==> config.mk <==
export PLATFORM = sky130hd
export DESIGN_NAME = fu_issue_ctrl
export DESIGN_NICKNAME = d
export VERILOG_FILES = /design/src/rtl/fu_issue_ctrl.sv
export SDC_FILE = /design/constraint.sdc
export NUM_CORES = 1
export LEC_CHECK = 0
export ABC_AREA = 1
export ABC_CLOCK_PERIOD_IN_PS = 2900
export CAP_MARGIN = 20
export CORE_MARGIN = 2
export CORE_UTILIZATION = 30
export CTS_CLUSTER_SIZE = 28
export DETAILED_ROUTE_END_ITERATION = 10
export GPL_TIMING_DRIVEN = 1
export MAX_ROUTING_LAYER = met4
export PLACE_DENSITY = 0.62
export SYNTH_ARGS = -nofsm -noshare
export SYNTH_HDL_FRONTEND = slang
export SYNTH_SLANG_ARGS = --single-unit
==> constraint.sdc <==
create_clock -name clk -period 2.9 [get_ports clk]
set_input_delay 0.58 -clock clk [delete_from_list [all_inputs] [get_ports clk]]
set_output_delay 0.58 -clock clk [all_outputs]
set_load 0.01 [all_outputs]
==> src/rtl/fu_issue_ctrl.sv <==
// Issue/writeback controller for the rv32imf execute stage: gates unit starts, books result-port slots, arbitrates writeback.
// Optional performance counters are enabled with the ISSUE_PERF_CNT_EN macro.
module fu_issue_ctrl #(
  parameter int LAT_FADD = 3,
  parameter int LAT_FMUL = 3,
  parameter int LAT_R4   = 5
) (
  input  logic        clk,
  input  logic        reset_n,
  input  logic        issue_valid,
  input  logic [8:0]  p_signal_start,
  input  logic        rd_busy,
  input  logic [2:0]  mc_done,
  output logic [8:0]  unit_start,
  output logic        stall,
  output logic [8:0]  wb_sel,
  output logic [2:0]  mc_busy
`ifdef ISSUE_PERF_CNT_EN
  ,
  output logic [31:0] perf_issue_cnt,
  output logic [31:0] perf_stall_cnt
`endif
);

  localparam int MAX_FP  = (LAT_FADD > LAT_FMUL) ? LAT_FADD : LAT_FMUL;
  localparam int MAX_FP3 = (MAX_FP > LAT_R4) ? MAX_FP : LAT_R4;
  localparam int MAX_LAT = (MAX_FP3 > 1) ? MAX_FP3 : 1;
  localparam int LW      = $clog2(MAX_LAT + 1);

  // slot_q[k] holds the unit whose result owns the shared port k-1 cycles after this one.
  logic [8:0]    slot_q [1:MAX_LAT];
  logic [8:0]    slot_d [1:MAX_LAT];
  logic [2:0]    busy_q;
  logic [2:0]    busy_d;

  logic          fixed_sel;
  logic [2:0]    mc_sel;
  logic [LW-1:0] issue_lat;
  logic          slot_conflict;
  logic          mc_conflict;
  logic          fire;
  logic [2:0]    mc_ready;
  logic [2:0]    mc_grant;

  // NOTE: every signal driven here gets a default first so no path leaves it unassigned and no latch is inferred.
  always_comb begin
    fixed_sel     = |p_signal_start[8:3];
    mc_sel        = p_signal_start[2:0];
    issue_lat     = LW'(1);
    slot_conflict = 1'b0;
    mc_conflict   = 1'b0;
    stall         = 1'b0;
    fire          = 1'b0;
    unit_start    = '0;
    mc_ready      = '0;
    mc_grant      = '0;
    wb_sel        = '0;
    mc_busy       = '0;

    if (p_signal_start[5])      issue_lat = LW'(LAT_FADD);
    else if (p_signal_start[4]) issue_lat = LW'(LAT_FMUL);
    else if (p_signal_start[3]) issue_lat = LW'(LAT_R4);

    // The entry one beyond the target slot shifts into it at the next edge.
    for (int k = 1; k < MAX_LAT; k++) begin
      if (fixed_sel && (issue_lat == LW'(k)) && (slot_q[k+1] != '0)) slot_conflict = 1'b1;
    end
    mc_conflict = |(mc_sel & busy_q);

    stall      = issue_valid & (rd_busy | (reset_n & (mc_conflict | slot_conflict)));
    fire       = reset_n & issue_valid & ~stall & (p_signal_start != '0);
    unit_start = fire ? p_signal_start : '0;

    if (reset_n) begin
      mc_busy  = busy_q;
      mc_ready = mc_done & busy_q;
      if (slot_q[1] != '0) begin
        wb_sel = slot_q[1];
      end else begin
        if (mc_ready[2])      mc_grant = 3'b100;
        else if (mc_ready[1]) mc_grant = 3'b010;
        else if (mc_ready[0]) mc_grant = 3'b001;
        wb_sel = {6'b0, mc_grant};
      end
    end
  end

  always_comb begin
    for (int k = 1; k < MAX_LAT; k++) slot_d[k] = slot_q[k+1];
    slot_d[MAX_LAT] = '0;
    if (fire && fixed_sel) begin
      for (int k = 1; k <= MAX_LAT; k++) begin
        if (issue_lat == LW'(k)) slot_d[k] = p_signal_start;
      end
    end
    busy_d = (busy_q & ~mc_grant) | (fire ? mc_sel : 3'b000);
  end

  // NOTE: state registers use non-blocking assignments so every flop samples pre-edge values.
  always_ff @(posedge clk) begin
    if (!reset_n) begin
      // NOTE: the slot table is a handful of flops, not a RAM, so it is reset to drop in-flight bookings.
      for (int k = 1; k <= MAX_LAT; k++) slot_q[k] <= '0;
      busy_q <= '0;
    end else begin
      slot_q <= slot_d;
      busy_q <= busy_d;
    end
  end

`ifdef ISSUE_PERF_CNT_EN
  always_ff @(posedge clk) begin
    if (!reset_n) begin
      perf_issue_cnt <= '0;
      perf_stall_cnt <= '0;
    end else begin
      perf_issue_cnt <= perf_issue_cnt + {31'b0, fire};
      perf_stall_cnt <= perf_stall_cnt + {31'b0, stall};
    end
  end
`endif

  a_onehot_select: assert property (@(posedge clk) disable iff (!reset_n)
    issue_valid |-> $onehot0(p_signal_start));

endmodule

; ---- After elaboration in Yosys (flattened, before gate mapping)
; Index checks and enable logic that the tools add are counted.
[op_classes]
eq_ne = 5
reduce_logical = 18
bitwise = 13
mux = 23
[ops]
columns = op, n
row1 = two-way mux 9 bit, 8
row2 = nonzero test 9 bit, 6
row3 = two-way mux 45 bit, 1
row4 = two-way mux 3 bit, 8
row5 = AND 3 bit, 3
row6 = logical AND 1 bit, 9
row7 = equality test 3 x 2 -> 1 bit (second input constant), 2
row8 = equality test 3 bit (second input constant), 2
row9 = OR reduction 6 bit, 1
row10 = AND 1 bit, 5
row11 = two-way mux 1 bit, 5
row12 = equality test 3 x 1 -> 1 bit (second input constant), 1
row13 = NOT 3 bit, 1
row14 = bitwise OR 3 bit, 1
row15 = AND reduction 3 bit, 1
row16 = OR reduction 3 bit, 1
row17 = two-way mux 2 bit, 1
row18 = bitwise OR 1 bit, 2
row19 = NOT 1 bit, 1
[totals]
reg_bits = 48
output_inout_bits = 22
wordCells = 65
in_bits = 16

; ---- Logic depth before layout (Yosys ltp)
[logic_depth]
ltp_word = 19
mapped_depth = 11
ltp_nobuf = 11

; ---- Worst setup path before layout
; OpenSTA, ideal clock, no wires.
[synth_timing]
path_type = input to output
from = in p_signal_start[5]
to = out stall
required_ns = 2.320
path_slack_ns = 0.818
path_stages = 7
arrival_ns = 1.502
path_buffers = 0
path_cell_list = nor2_4 -> nand2_4 -> a21oi_4 -> inv_2 -> nor2_4 -> nor2_4 -> o21ai_0
[synth_between]
elab_chain_cells = 12
elab_cells_between_ends = 22
classes_between = eq/ne (4) / mux (5) / bitwise (4) / reduce/logical (9)
[synth_rtl]
columns = element, line
row1 = start: declaration, 11  ; input logic [8:0] p_signal_start,
row2 = two-way mux 3 bit, 60  ; if (p_signal_start[5]) issue_lat = LW'(LAT_FADD);
row3 = equality test 3 x 1 -> 1 bit, 66  ; if (fixed_sel && (issue_lat == LW'(k)) && (slot_q[k+1] != '0)) slot_conflict = 1'b1;
row4 = logical AND 1 bit (2 in series), 66
row5 = two-way mux 1 bit (3 in series), 66
row6 = two-way mux 1 bit *, 66
row7 = bitwise OR 1 bit *, 70  ; stall = issue_valid & (rd_busy | (reset_n & (mc_conflict | slot_conflict)));
row8 = AND 1 bit *, 70
row9 = bitwise OR 1 bit *, 70
row10 = AND 1 bit *, 70
row11 = end: declaration, 15  ; output logic stall,
; Mark *: on every way between the ends. The rest lies on a longest branch, timed or not.

; ---- Final worst setup path
[layout_timing]
from = in reset_n
to = out wb_sel[0]
[layout_between]
elab_chain_cells = 1
[layout_rtl]
columns = element, line
row1 = start: declaration, 9  ; input logic reset_n,
row2 = two-way mux 9 bit, 74  ; if (reset_n) begin
row3 = end: declaration, 16  ; output logic [8:0] wb_sel,
; No other way between the ends.

==> metrics.yaml <==
final_layout:
  nFillCells: 675
  layout.nets: 360
  areaGrowthSynthToFinish_pct: 36.0
  antenna_cells: 0
  finalNonFillerCells: 425
  drive_gt1_frac: 0.171
cts:
  clk_latency_ns: 0.30
  cts_tree: "built"
  clk_path_buf_depth: 2
  cts.sinks: 48
  clkTransAtPathRegs_ns: 0.08
  numCtsBuffers: 5
  holdBufCountCts: 0
  cts-root-buf: "clkbuf_8"
  htreeDepth: 2
setup_path:
  worstPathArrival_ns: 2.21
  start_kind: "input pin"
  crit_fanout: 41
  critical-path-slowest-cell: "clkdlybuf4s50_1"
  end_kind: "output pin"
  critical_path.top_delay_family: "buffers and inverters"
  worstPathRequired_ns: 2.32
  crit_path_frequent_cell: "clkdlybuf4s50_1"
  path_cells: "clkdlybuf4s50_1 -> buf_4 -> inv_1 -> nor2_1 -> clkdlybuf4s50_1"
  critical_path_class: "in2out"
  max_stage_delay_ns: 0.54
  critPathBufInv: 4
yosys:
  synth.area.top_cells: "dfxtp_1, nand2_1, inv_1"
  synth.cell_area_sq_um: 2040
  synth_warnings: 0
  avgSynthCellArea_sq_um: 7.28
  netlist_instances: 281
  ys_seq_elements: 48
  ys_seq_area_frac: 0.470
  yosysTopAreaCellShare: 0.470
  yosysUniqueCellTypes: 26
  yosys.area.top_type: "dfxtp_1"
die:
  die_area_sq_um: 7490
  rows: 30
  core-area_sq_um: 6680
  initial_core_util: 0.306
  boundaryPins: 38
  die_h_microns: 86.6
  die_w_microns: 86.6
drt:
  drt_iter0_drc: 74
  via_count: 1760
  wirelength_mm: 4.29
  wire_per_inst_microns: 10.1
  first_pass_iters: 4
  avgViaCountPerCell: 4.14
  drc: 0
  detail-route-antenna-nets: 0
worst_hold_path:
  hp-class: "reg2reg"
global_routing:
  grt_first_pass_wirelength_mm: 7.09
  grt-ovfl-total: 0
  track_usage: 0.126
  antenna_found_initial: 0
  first_global_vias: 1575
  grt_max_degree: 42
sta:
  rsz0062_at_grt: "false"
  setup_viol: 0
  timing.fmax_mhz: 359
  period_needed_ns: 2.79
  period_share: 0.961
  finalClockSkew_ns: 0.00368
  fin_setup_tns_ns: 0
  hold-worst-slack_ns: 0.417
  final_hold_viol_count: 0
  finalMaxSlewViolations: 0
placed_design:
  dp_cells: 416
  gp_congestion: 0.796
  port-buffer-count: 37
  dpl.hpwl_mm: 3.24
pwr:
  power_density_nw_per_um2: 472
  ir_worst_vdd_uv: 173
  leakagePower_nw: 1.46
  power.total_mw: 1.31
outcome:
  outcome: "finished clean"
flow_run:
  drv_cap: 0
-- where the power goes --
part	switching [mW]	internal (mW)	leakage [nW]
Sequential	0.00631	0.672	0.389
Combinational	0.0910	0.0775	1.02
Clock	0.210	0.256	0.0552
-- cells in the mapped netlist, drive strengths merged --
| master | count |
|---|---|
| conb | 1 |
| nor4 | 1 |
| nor3 | 4 |
| nor2 | 39 |
| buf | 2 |
| o21ai | 13 |
| inv | 56 |
| clkbuf | 6 |
| dfxtp | 48 |
| nand3 | 9 |
| a21oi | 12 |
| o21a | 1 |
| and2 | 1 |
| nand2 | 83 |
| o22ai | 2 |
| nand4 | 3 |
-- what timing repair did --
item,4_1_cts,5_1_grt
hold endpoints to repair,0,0
pin swaps,1,1
resized for setup,12,2
setup buffers,1,0
endpoints found under the setup margin,10,1
-- cell type report --
type / instances / area [sq um] / area share
Tap cell: 80 / 100 / 0.0360
Timing Repair Buffer: 63 / 558 / 0.201
Inverter: 56 / 210 / 0.0756
Clock inverter: 2 / 35.0 / 0.0126
Clock buffer: 6 / 72.6 / 0.0261
Multi-Input combinational cell: 170 / 843 / 0.303
Sequential cell: 48 / 961 / 0.346
-- final timing paths --
kind / from / endpoint / slack (ns) / depth (start not counted)
setup reg to reg: slot_q[9] / slot_q[2] / 1.10 / 9
hold reg to reg: slot_q[8] / slot_q[17] / 0.42 / 2
setup / recovery: reset_n / wb_sel[0] / 0.11 / 5
hold / removal: slot_q[8] / slot_q[17] / 0.42 / 2
-- tightest hold or removal path, delay by kind of cell, from the launching register on --
kind	cells	cell delay, ns
buf+inv	1	0.04
flops	1	0.31
simple gates	1	0.05
-- logic make-up (layout without fill, tap and decap cells) --
kind of cell,after synthesis,count (layout),share of synthesized area
AOI/OAI and AO/OA,28,28,0.0967
buffers and inverters,64,127,0.122
DFF,48,48,0.470
other,1,2,0.00183
and+or+nand+nor,140,140,0.310
-- sequential cells by signal, summed over array words and instances, names as in the netlist --
| signal | flops |
|---|---|
| busy_q | 3 |
| slot_q | 45 |
-- metal layers --
| metal | wire length [microns] | vias to the layer above | global-route usage |
|---|---|---|---|
| li1 | - | 958 | - |
| met4 | 82 | 0 | 0.0483 |
| met3 | 190 | 7 | 0.0352 |
| met2 | 2040 | 32 | 0.201 |
| met5 | 0 | - | - |
| met1 | 1980 | 763 | 0.153 |
-- cell usage in the layout (no fill, tap or decap) --
cell type        count
nor2_4               3
clkdlybuf4s50_1     25
o22ai_1              2
dfxtp_1             48
o21ai_1              1
nand2_1             81
conb_1               2
nand4_2              1
nor2_2               2
nor3_1               4
dlymetal6s2s_1       2
clkbuf_1             1
nand3_2              1
clkinv_2             1
bufinv_16            1
dlygate4sd2_1       10
and2_0               1
buf_4               26
clkbuf_8             5
nor2_1              34
a21oi_2             11
nand3_1              8
a21oi_4              1
inv_1               53
o21a_1               1
nand4_4              2
nand2_4              2
nor4_1               1
inv_2                3
o21ai_0             12
-- through the flow --
| step | instance area [sq um] | setup slack (ns) | util |
|---|---|---|---|
| floorplan | 2050 | 0.818 | - |
| CTS | 2780 | 0.0420 | 0.415 |
| global route | 2780 | 0.0282 | 0.416 |
| global placement | 2670 | -0.129 | 0.399 |
| detailed placement | 2670 | -0.176 | 0.399 |
| finish | 2780 | 0.112 | 0.416 |
(Power assumes the default switching activity.)
